<file path="src/rtl/somador_subtrator_seq.sv">
// Sequential adder/subtractor: K bits per cycle, LSB first, over N/K cycles.
// Optional saturation and an accumulator that can replace operand a.
module somador_subtrator_seq #(
  parameter int N = 8,
  parameter int K = 2
) (
  input  logic         clock,
  input  logic         reset,
  input  logic         iniciar,
  input  logic         limpa,
  input  logic [N-1:0] a,
  input  logic [N-1:0] b,
  input  logic         select,
  input  logic         acumula,
  input  logic         satura,
  output logic [N:0]   resul,
  output logic         pronto,
  output logic         ocupado,
  output logic         overflow,
  output logic         zero
);
  localparam int STEPS = N / K;
  localparam int CW = (STEPS > 1) ? $clog2(STEPS) : 1;
  localparam logic [CW-1:0] LAST = CW'(STEPS - 1);

  typedef enum logic [1:0] {OCIOSO, CALCULA, PRONTO} estado_t;
  typedef struct packed {
    logic sub;
    logic sat;
  } modo_t;

  estado_t       estado, prox;
  modo_t         modo;
  logic [N-1:0]  opa, opb, soma, soma_nx, acc;
  logic [CW-1:0] cnt;
  logic          carry;
  logic [K-1:0]  fa, fb, fs;
  logic          fc, ultimo, msb;
  logic [N:0]    res_fim;

  // One K-bit slice; subtraction is a + ~b with the carry seeded to 1.
  assign fa = opa[K-1:0];
  assign fb = modo.sub ? ~opb[K-1:0] : opb[K-1:0];
  assign {fc, fs} = {1'b0, fa} + {1'b0, fb} + {{K{1'b0}}, carry};

  generate
    if (K == N) begin : g_um
      assign soma_nx = fs;
    end else begin : g_desl
      assign soma_nx = {fs, soma[N-1:K]};
    end
  endgenerate

  assign ultimo = (cnt == LAST);
  // Bit N is the carry for add, the borrow (inverted carry) for sub.
  assign msb = modo.sub ? ~fc : fc;

  always_comb begin
    res_fim = {msb, soma_nx};
    if (modo.sat && msb)
      res_fim = modo.sub ? '0 : {1'b0, {N{1'b1}}};
  end

  always_ff @(posedge clock) begin
    if (!reset) estado <= OCIOSO;
    else        estado <= prox;
  end

  always_comb begin
    prox = estado;
    case (estado)
      OCIOSO:  if (iniciar && !limpa) prox = CALCULA;
      CALCULA: if (ultimo) prox = PRONTO;
      PRONTO:  prox = OCIOSO;
      default: prox = OCIOSO;
    endcase
  end

  always_ff @(posedge clock) begin
    if (!reset) begin
      resul    <= '0;
      overflow <= 1'b0;
      acc      <= '0;
      carry    <= 1'b0;
      cnt      <= '0;
      opa      <= '0;
      opb      <= '0;
      soma     <= '0;
      modo     <= '0;
    end else begin
      case (estado)
        OCIOSO: begin
          if (limpa) begin
            acc <= '0;
          end else if (iniciar) begin
            opa   <= acumula ? acc : a;
            opb   <= b;
            modo  <= '{sub: select, sat: satura};
            carry <= select;
            cnt   <= '0;
          end
        end
        CALCULA: begin
          opa   <= opa >> K;
          opb   <= opb >> K;
          soma  <= soma_nx;
          carry <= fc;
          cnt   <= cnt + CW'(1);
          // Results land on the edge that enters PRONTO.
          if (ultimo) begin
            resul    <= res_fim;
            overflow <= msb;
            acc      <= res_fim[N-1:0];
          end
        end
        default: ;
      endcase
    end
  end

  assign pronto  = (estado == PRONTO);
  assign ocupado = (estado != OCIOSO);
  assign zero    = (resul == '0);

endmodule

</file>
<file path="config.mk">
export PLATFORM = sky130hd
export DESIGN_NAME = somador_subtrator_seq
export DESIGN_NICKNAME = d
export VERILOG_FILES = /design/src/rtl/somador_subtrator_seq.sv
export SDC_FILE = /design/constraint.sdc
export NUM_CORES = 1
export LEC_CHECK = 0
export ABC_CLOCK_PERIOD_IN_PS = 2630
export CORE_MARGIN = 8
export CORE_UTILIZATION = 45
export CTS_BUF_LIST = sky130_fd_sc_hd__clkbuf_2 sky130_fd_sc_hd__clkbuf_4 sky130_fd_sc_hd__clkbuf_8
export DETAILED_ROUTE_END_ITERATION = 7
export PLACE_DENSITY = 0.79
export SKIP_LAST_GASP = 1
export SYNTH_ARGS = -nofsm -noshare
export SYNTH_HDL_FRONTEND = slang
export SYNTH_SLANG_ARGS = --single-unit
</file>
<file path="constraint.sdc">
create_clock -name clock -period 2.63 [get_ports clock]
set_input_delay 0.6575 -clock clock [delete_from_list [all_inputs] [get_ports clock]]
set_output_delay 0.6575 -clock clock [all_outputs]
set_load 0.01 [all_outputs]
</file>
Word level (Yosys, flattened, before mapping) --
Cells that the tools add are included.
Cells by class: $add $sub $neg 3, equal/unequal tests 8, multiplexer cells 23, bitwise logic cells 3, reductions and logical operators 12
Operators with widths (count):
- 8-bit two-way mux | 8
- 8-bit case mux with 2 select lines | 3
- 2-bit two-way mux | 5
- 2-bit != test, second input constant | 5
- 9-bit logical NOT | 1
- 9-bit two-way mux | 1
- 3-bit AND reduction | 3
- 2-bit case mux with 2 select lines | 2
- 2-bit equality test, second input constant | 2
- 2-bit AND reduction | 2
- 2-bit nonzero test | 2
- 2-bit by 2-bit adder with 3-bit output | 1
- 3-bit by 1-bit adder with 3-bit output | 1
- 1-bit two-way mux | 3
- 2-bit by 1-bit adder with 2-bit output, second input constant | 1
- 2-bit by 1-bit equality test with 1-bit output, second input constant | 1
- 1-bit logical AND | 2
- 2-bit logical NOT | 1
- 1-bit inverter | 2
- 2-bit inverter | 1
- 1-bit case mux with 2 select lines | 1
- 1-bit logical NOT | 1
Word-level totals: flip-flop bits (word level) 49, bits of input ports 23, output and inout port bits 13

Depth between registers and ports, before layout --
Gate-level depths: netlist of run 1.
word-level depth 10, mapped depth 10, depth with buffers taken out 8

Worst setup path before layout of run 1 --
No wires, ideal clock.
path type register to register, start point register modo[1] (netlist name), end point register resul[7], library setup time 0.070 ns, arrival 2.187 ns, data required time 2.560 ns, setup slack 0.373 ns, stages on the path, launching flop included 11, path buffers 2, clock period less this slack 2.257 ns, cells stage by stage dfxtp_1 buf_1 xor2_1 fa_1 inv_1 fa_1 nor2b_1 clkbuf_2 nor2b_1 a211o_1 a21boi_1
On the way: cells in the longest elaborated chain, start to end 7, elaborated cells between the ends (all ways) 8, those cells by class add/sub: 2; mux: 4; bitwise: 1; reduce/logical: 1
RTL lines:
- start: declaration | RTL line 33 | modo_t modo;
- start signal: assignment | RTL line 98 | modo <= '{sub: select, sat: satura};
- 2-bit two-way mux | RTL line 43 | assign fb = modo.sub ? ~opb[K-1:0] : opb[K-1:0];
- 2-bit by 2-bit adder with 3-bit output | RTL line 44 | assign {fc, fs} = {1'b0, fa} + {1'b0, fb} + {{K{1'b0}}, carry};
- 3-bit by 1-bit adder with 3-bit output | RTL line 44
- 1-bit inverter | RTL line 56 | assign msb = modo.sub ? ~fc : fc;
- 1-bit two-way mux | RTL line 56
- 1-bit logical AND | RTL line 60 | if (modo.sat && msb)
- 9-bit two-way mux * | RTL line 60
- end signal: assignment | RTL line 111 | resul <= res_fim;
- end: declaration | RTL line 16 | output logic [N:0] resul,
Mark *: on every way between the ends. The rest lies on a longest branch, timed or not. A chain may end at the register's enable or synchronous reset.

Final worst setup path of run 1 --
start point register resul[1], end point output zero
On the way: cells in the longest elaborated chain, start to end 1
RTL lines:
- 9-bit logical NOT | RTL line 123 | assign zero = (resul == '0);
- end: declaration | RTL line 20 | output logic zero
Every way passes these cells.

==> impl_metrics.json, run 1 <==
{
  "drt_pre_antenna_iters": 5,
  "cts_buffers": 5,
  "synth_cell_type_count": 41,
  "avgSynthCellArea_sq_um": 8.929,
  "cts_tree": "built",
  "drv.max_cap_violation_count": 0,
  "path_delay_family": "buffers and inverters",
  "row_count": 25,
  "data_required_time_at_the_worst_endpoint_ps": 1970,
  "numPortBuffers": 35,
  "endpoint_kind": "primary output",
  "setup_tns_ps": 0,
  "clock_insertion_delay_worst_skew_ps": 290,
  "routedWlPerCell_um": 14.62,
  "max_stage_delay_ps": 590,
  "status": "finished, final reports clean",
  "timing_worst_setup_path_type": "reg2out",
  "synth_seq_area_share": 0.4354,
  "yosys.area.top_type": "sky130_fd_sc_hd__dfxtp_1",
  "p_leak_nw": 1.039,
  "max-slew-margin-rel": 0.6097,
  "number_of_cells_produced_by_synthesis": 242,
  "critical_path.most_common_cell": "sky130_fd_sc_hd__nor4_1",
  "drt_drc_violations_left": 0,
  "yosys_register_bits": 47,
  "ant_nets": 0,
  "num_antenna_cells": 0,
  "cts_buffer_depth": 2,
  "dp.final_hpwl_mm": 3.600,
  "power-per-cell-area_nw_per_um2": 561.7,
  "rsz0062_at_grt": "no",
  "number_of_enable_flip_flop_cells_after_synthesis": 0,
  "dp_worst_setup_slack_ps": 328.8,
  "total_power_w": 0.001493,
  "globalRouteTotalUtil": 0.1396,
  "detail_route.vias_per_cell": 5.427,
  "crit_chain": "nor4_1 > nand2_1 > nor4_1 > clkdlybuf4s50_1",
  "post_layout_nonfiller_instances": 330,
  "groute.layer.met2.usage": 0.2287,
  "worstReg2RegEnd": "resul[5]$_SDFFE_PN0P_",
  "yosys-top-cells-area": "sky130_fd_sc_hd__dfxtp_1 44%, sky130_fd_sc_hd__nand2_1 9.6%, sky130_fd_sc_hd__a21boi_1 5.6%",
  "h_tree_depth": 2,
  "fin_crit_ps": 2414,
  "layout-drive-gt1-share": 0.1014,
  "gr-max-usage-layer": "met2",
  "grt_pass1_vias": 1821,
  "min_path_type": "reg2reg",
  "placed_cells": 322,
  "cell_area_after_synthesis_sq_um": 2161,
  "initialDrtViolationCount": 93,
  "grt_first_pass_wirelength_mm": 8.245,
  "grt_max_degree": 19,
  "timing.final.crit_share": 0.9179,
  "synth_fp_nets": 268,
  "clock_skew_ps": 7.719,
  "whs_path_depth": 2,
  "die_y_um": 85.30,
  "maxClockFrequency_mhz": 414.2,
  "worst_pin_slew_ps": 583.7,
  "synthArstFlopShare": 0,
  "r2r.worst_path.cells": 8,
  "global_route.usage.met3": 0.04730,
  "finalHoldViolCount": 0,
  "cp_data_arrival_time_ps": 1760,
  "areaGrowthSynthToFinish_pct": 22.99,
  "final-max-slew-violation-count": 0,
  "yosysWarningCount": 0,
  "cts-resized-gates": 0,
  "quantity_of_hold_fixing_buffers_added_after_cts": 0,
  "setup_viol": 0,
  "io-pin-count": 36,
  "floorplan.initialDensity": 0.4605,
  "cts-root-buf": "sky130_fd_sc_hd__clkbuf_8",
  "place.gp.congestion": 0.7963,
  "congestion_overflow_gr": 0,
  "antenna_found_initial": 0,
  "clkSlewWorstSetupHoldPaths_ps": 90,
  "min_delay_worst_endpoint": "acc[6]$_SDFFE_PN0P_",
  "die_area_sq_um": 7275,
  "critical_path.n_buffers_inverters": 1,
  "wl_mm": 4.823,
  "post_cts.repair.setup_buffers": 0,
  "reg2reg_from": "opb[0]$_SDFFE_PN0P_",
  "count_of_vias_placed_by_the_detailed_router": 1791,
  "gr-usage-met1": 0.1696,
  "critPathMaxFanout": 3,
  "synth_top_area_frac": 0.4354,
  "cp-start-kind": "flop",
  "timing.final.ws_setup_ps": 215.9,
  "hp-start": "acc[6]$_SDFFE_PN0P_",
  "setup.reg_to_reg.worst_slack_ps": 330,
  "critical_path.slowest_cell": "sky130_fd_sc_hd__clkdlybuf4s50_1",
  "ys_dominant_reg_cell": "sky130_fd_sc_hd__dfxtp_1",
  "core_area_sq_um": 4692,
  "finalNetCount": 301,
  "fp.dieW_um": 85.30,
  "peakVddDrop_v": 0.0003917,
  "clock-sinks": 47
}
## registers in the layout, summed over array words and instances (netlist names)
signal and count:
carry 1, soma 6, opb 8, opa 8
resul 9, overflow 1, cnt 2, modo 2
estado 2, acc 8
## metrics by stage
step | area [sq um] | utilization | hold slack, ps
final | 2658 | 0.5664 | 459.8
after global placement | 2540 | 0.5413 | 445.2
after CTS | 2658 | 0.5664 | 468.3
after detailed placement | 2540 | 0.5413 | 456.2
after floorplan | 2161 | - | 431.6
after global routing | 2658 | 0.5664 | 483.3
## cell type report
type,count,area (sq um)
Tap cell,54,67.56
Inverter,3,11.26
Multi-Input combinational cell,177,1125
Clock buffer,6,82.58
Timing Repair Buffer,41,395.4
Clock inverter,2,35.03
Sequential cell,47,940.9
Fill cell,437,2034
## synth_stat cells (3+ instances only)
| library cell | number |
|---|---|
| sky130_fd_sc_hd__nand2_1 | 55 |
| sky130_fd_sc_hd__a22oi_1 | 3 |
| sky130_fd_sc_hd__o22ai_1 | 6 |
| sky130_fd_sc_hd__clkbuf_1 | 6 |
| sky130_fd_sc_hd__nor2_1 | 10 |
| sky130_fd_sc_hd__buf_2 | 3 |
| sky130_fd_sc_hd__a211o_1 | 8 |
| sky130_fd_sc_hd__nor2b_1 | 8 |
| sky130_fd_sc_hd__o211a_1 | 8 |
| sky130_fd_sc_hd__mux2_2 | 8 |
| sky130_fd_sc_hd__o21ai_0 | 4 |
| sky130_fd_sc_hd__a21boi_0 | 8 |
| sky130_fd_sc_hd__dfxtp_1 | 47 |
| sky130_fd_sc_hd__a21boi_1 | 16 |
| sky130_fd_sc_hd__nand3_1 | 14 |
| sky130_fd_sc_hd__nand2b_1 | 3 |
## report_power, final
group	leakage [nW]	internal, W	total (W)	switching (W)
Combinational	0.596	0.0000984	0.000194	0.0000953
Sequential	0.382	0.000738	0.000757	0.0000188
Clock	0.0612	0.000308	0.000542	0.000235
Total	1.04	0.00114	0.00149	0.000349
## routing by layer
layer | up-vias | wire [um] | share of wire
met4 | 0 | 50 | 0.010
met1 | 836 | 2283 | 0.47
met5 | - | 0 | 0
met2 | 44 | 2239 | 0.46
li1 | 905 | - | -
met3 | 6 | 250 | 0.052
## worst max path at each step
stage	startpoint	end	slack [ps]	cells after the start
2_1_floorplan	modo[1]$_SDFFE_PN0P_	resul[7]$_SDFFE_PN0P_	370	10
3_3_place_gp	limpa	opa[3]$_SDFFE_PN0P_	320	5
3_5_place_dp	limpa	opa[0]$_SDFFE_PN0P_	330	5
4_1_cts	resul[1]$_SDFFE_PN0P_	zero	220	4
5_1_grt	resul[1]$_SDFFE_PN0P_	zero	90	4
6_report	resul[1]$_SDFFE_PN0P_	zero	220	4
## cell usage in the layout (no fill, tap or decap), types with 3 or more instances in the layout
cell	count
sky130_fd_sc_hd__clkdlybuf4s50_1	35
sky130_fd_sc_hd__a21boi_0	8
sky130_fd_sc_hd__a21boi_1	16
sky130_fd_sc_hd__nand2_1	55
sky130_fd_sc_hd__buf_4	6
sky130_fd_sc_hd__mux2_2	8
sky130_fd_sc_hd__a211o_1	8
sky130_fd_sc_hd__dfxtp_1	47
sky130_fd_sc_hd__o21ai_0	4
sky130_fd_sc_hd__nand2b_1	3
sky130_fd_sc_hd__clkbuf_8	6
sky130_fd_sc_hd__nand3_1	14
sky130_fd_sc_hd__a22oi_1	3
sky130_fd_sc_hd__nor2_1	10
sky130_fd_sc_hd__o211a_1	8
sky130_fd_sc_hd__nor2b_1	8
sky130_fd_sc_hd__o22ai_1	6
## worst register-to-register path: stages (launching register included)
cell                       delay (ps)
sky130_fd_sc_hd__dfxtp_1          360
sky130_fd_sc_hd__xor2_1           170
sky130_fd_sc_hd__fa_1             190
sky130_fd_sc_hd__inv_1             50
sky130_fd_sc_hd__fa_1             430
sky130_fd_sc_hd__nor2b_1          480
sky130_fd_sc_hd__nor2_1            80
sky130_fd_sc_hd__a211o_1          340
sky130_fd_sc_hd__a21boi_1         150
## logic make-up (layout without fill, tap and decap cells)
family / count (synthesis) / in the layout / synth area share
AND/OR/NAND/NOR: 100 / 100 / 0.2125
AO/OA/AOI/OAI: 61 / 61 / 0.2206
flip-flops: 47 / 47 / 0.4354
buffers and inverters: 18 / 52 / 0.04400
multiplexers: 10 / 10 / 0.05096
adder cells (fa/ha/maj): 3 / 3 / 0.02432
XOR/XNOR: 3 / 3 / 0.01216
No activity file was read; power rests on OpenSTA's default activity.
==> inputs of run 2 (changes only) <==
--- a/config.mk
+++ b/config.mk
@@ -5,7 +5,7 @@
 export SDC_FILE = /design/constraint.sdc
 export NUM_CORES = 1
 export LEC_CHECK = 0
-export ABC_CLOCK_PERIOD_IN_PS = 2630
+export ABC_CLOCK_PERIOD_IN_PS = 2300
 export CORE_MARGIN = 8
 export CORE_UTILIZATION = 45
 export CTS_BUF_LIST = sky130_fd_sc_hd__clkbuf_2 sky130_fd_sc_hd__clkbuf_4 sky130_fd_sc_hd__clkbuf_8
==> constraint.sdc (replaced) <==
create_clock -name clock -period 2.3 [get_ports clock]
set_input_delay 0.575 -clock clock [delete_from_list [all_inputs] [get_ports clock]]
set_output_delay 0.575 -clock clock [all_outputs]
set_load 0.01 [all_outputs]
==> run 2 against run 1 <==
Compared with the run above: global-route usage grew 0.16 points; clock skew grew 1.2 ps; register-to-register slack lost 130 ps; sequential share of layout area shrank 0.15 points; worst setup slack lost 53 ps; final cell count is the same; critical path depth shrank 2; non-clock buffer count is the same; combinational power grew 14%; power grew 15%.
==> impl_metrics.json, run 2 (synthesis gave the netlist of run 1 again) <==
{
  "endpoint_kind": "primary output",
  "congestion_overflow_gr": 0,
  "row_count": 25,
  "grt_first_pass_wirelength_mm": 8.342,
  "critical_path.n_buffers_inverters": 1,
  "placed_cells": 322,
  "clock_skew_ps": 8.932,
  "p_leak_nw": 1.042,
  "largest_reg_flops": 9,
  "setup_tns_ps": 0,
  "place.gp.congestion": 0.7722,
  "critPathMaxFanout": 8,
  "finalHoldViolCount": 0,
  "numPortBuffers": 35,
  "h_tree_depth": 2,
  "setup_viol": 0,
  "cp-start-kind": "flop",
  "peakVddDrop_v": 0.0004530,
  "layout.cells.most_common_list": "55 x sky130_fd_sc_hd__nand2_1, 47 x sky130_fd_sc_hd__dfxtp_1, 34 x sky130_fd_sc_hd__clkdlybuf4s50_1",
  "quantity_of_hold_fixing_buffers_added_after_cts": 0,
  "rsz0062_at_grt": "no",
  "drt_drc_violations_left": 0,
  "cp_data_arrival_time_ps": 1560,
  "grt_max_degree": 49,
  "fp.dieW_um": 85.30,
  "detail_route.vias_per_cell": 5.352,
  "maxClockFrequency_mhz": 467.9,
  "fin_crit_ps": 2137,
  "nFillCells": 439,
  "dp_worst_setup_slack_ps": 146.9,
  "clkSlewWorstSetupHoldPaths_ps": 90,
  "final-max-slew-violation-count": 0,
  "cts_buffer_depth": 2,
  "initialDrtViolationCount": 125,
  "post_layout_nonfiller_instances": 330,
  "cts_tree": "built",
  "clock_insertion_delay_worst_skew_ps": 300,
  "die_y_um": 85.30,
  "routedWlPerCell_um": 14.42,
  "fin_worst_hold_slack_ps": 461.2,
  "path_delay_family": "buffers and inverters",
  "die_area_sq_um": 7275,
  "power-per-cell-area_nw_per_um2": 640.9,
  "timing_worst_setup_path_type": "reg2out",
  "worst_pin_slew_ps": 485.3,
  "crit_chain": "or2_2 > clkdlybuf4s50_1",
  "core_area_sq_um": 4692,
  "drt_pre_antenna_iters": 5,
  "critical_path.slowest_cell": "sky130_fd_sc_hd__clkdlybuf4s50_1",
  "grt_pass1_vias": 1732,
  "max_stage_delay_ps": 540,
  "clock-sinks": 47,
  "globalRouteTotalUtil": 0.1413,
  "status": "finished, final reports clean",
  "finalNetCount": 301,
  "count_of_vias_placed_by_the_detailed_router": 1766,
  "registers.top_by_ff_count": "resul",
  "timing.final.ws_setup_ps": 162.8,
  "ant_nets": 0,
  "layout-drive-gt1-share": 0.1014,
  "wl_mm": 4.759,
  "data_required_time_at_the_worst_endpoint_ps": 1730,
  "num_antenna_cells": 0,
  "areaGrowthSynthToFinish_pct": 23.51,
  "antenna_found_initial": 0,
  "floorplan.initialDensity": 0.4605,
  "cts-root-buf": "sky130_fd_sc_hd__clkbuf_8",
  "drv.max_cap_violation_count": 0,
  "cts_buffers": 5,
  "min_path_type": "reg2reg",
  "layout_commonest_cell": "sky130_fd_sc_hd__nand2_1",
  "dp.final_hpwl_mm": 3.459,
  "io-pin-count": 36,
  "max-slew-margin-rel": 0.6764,
  "timing.final.crit_share": 0.9292
}
==> run 2: metrics by stage <==
step / util / power, W / cell area, sq um
CTS: 0.5688 / 0.001722 / 2669
floorplan: - / 0.001030 / 2161
detailed placement: 0.5440 / 0.001105 / 2552
finish: 0.5688 / 0.001710 / 2669
global placement: 0.5440 / 0.001100 / 2552
global route: 0.5688 / 0.001787 / 2669
==> run 2: power by group <==
part,leakage (nW),switching [W],internal (W)
combinational,0.599,0.000108,0.000114
sequential,0.382,0.0000214,0.000844
clock,0.0612,0.000272,0.000352
total,1.04,0.000401,0.00131
==> run 2: tightest hold or removal path: stages (launching register included) <==
cell and delay, ps:
sky130_fd_sc_hd__dfxtp_1 320, sky130_fd_sc_hd__nand2_1 50, sky130_fd_sc_hd__a21boi_1 50
==> run 2: final cells by class <==
cell class / count / area, sq um / share of cell area
clock inverter: 2 / 35.03 / 0.01313
tap: 54 / 67.56 / 0.02532
clock buffer: 6 / 82.58 / 0.03094
multi-input combinational: 177 / 1125 / 0.4215
sequential: 47 / 940.9 / 0.3526
timing repair buffer: 41 / 406.6 / 0.1524
inverter: 3 / 11.26 / 0.004219
==> run 2: metal layers <==
layer / vias to the layer above / wire, um / GRT usage
li1: 902 / - / -
met1: 821 / 2286 / 0.1679
met2: 38 / 2182 / 0.2315
met3: 5 / 244 / 0.04826
met4: 0 / 45 / 0.04777
met5: - / 0 / 0
==> run 2: worst paths after layout <==
kind	cells past startpoint	slack, ps	startpoint	endpoint
worst min register to register	2	460	acc[5]$_SDFFE_PN0P_	acc[5]$_SDFFE_PN0P_
worst max register to register	8	200	opb[0]$_SDFFE_PN0P_	acc[4]$_SDFFE_PN0P_
worst max-delay path	2	160	estado[1]$_SDFFE_PN0P_	ocupado
worst min-delay path	2	460	acc[5]$_SDFFE_PN0P_	acc[5]$_SDFFE_PN0P_
==> run 2: timing repair <==
| item | in CTS | in global routing |
|---|---|---|
| buffers inserted | 0 | 0 |
| gates resized for setup | 1 | 0 |
| setup endpoints to repair | 1 | 0 |
==> inputs of run 3 (changes only) <==
--- a/config.mk
+++ b/config.mk
@@ -5,7 +5,6 @@
 export SDC_FILE = /design/constraint.sdc
 export NUM_CORES = 1
 export LEC_CHECK = 0
-export ABC_CLOCK_PERIOD_IN_PS = 2300
 export CORE_MARGIN = 8
 export CORE_UTILIZATION = 45
 export CTS_BUF_LIST = sky130_fd_sc_hd__clkbuf_2 sky130_fd_sc_hd__clkbuf_4 sky130_fd_sc_hd__clkbuf_8
==> results of run 3 <==
Final layout, timing and power as in run 2 (identical DEF).
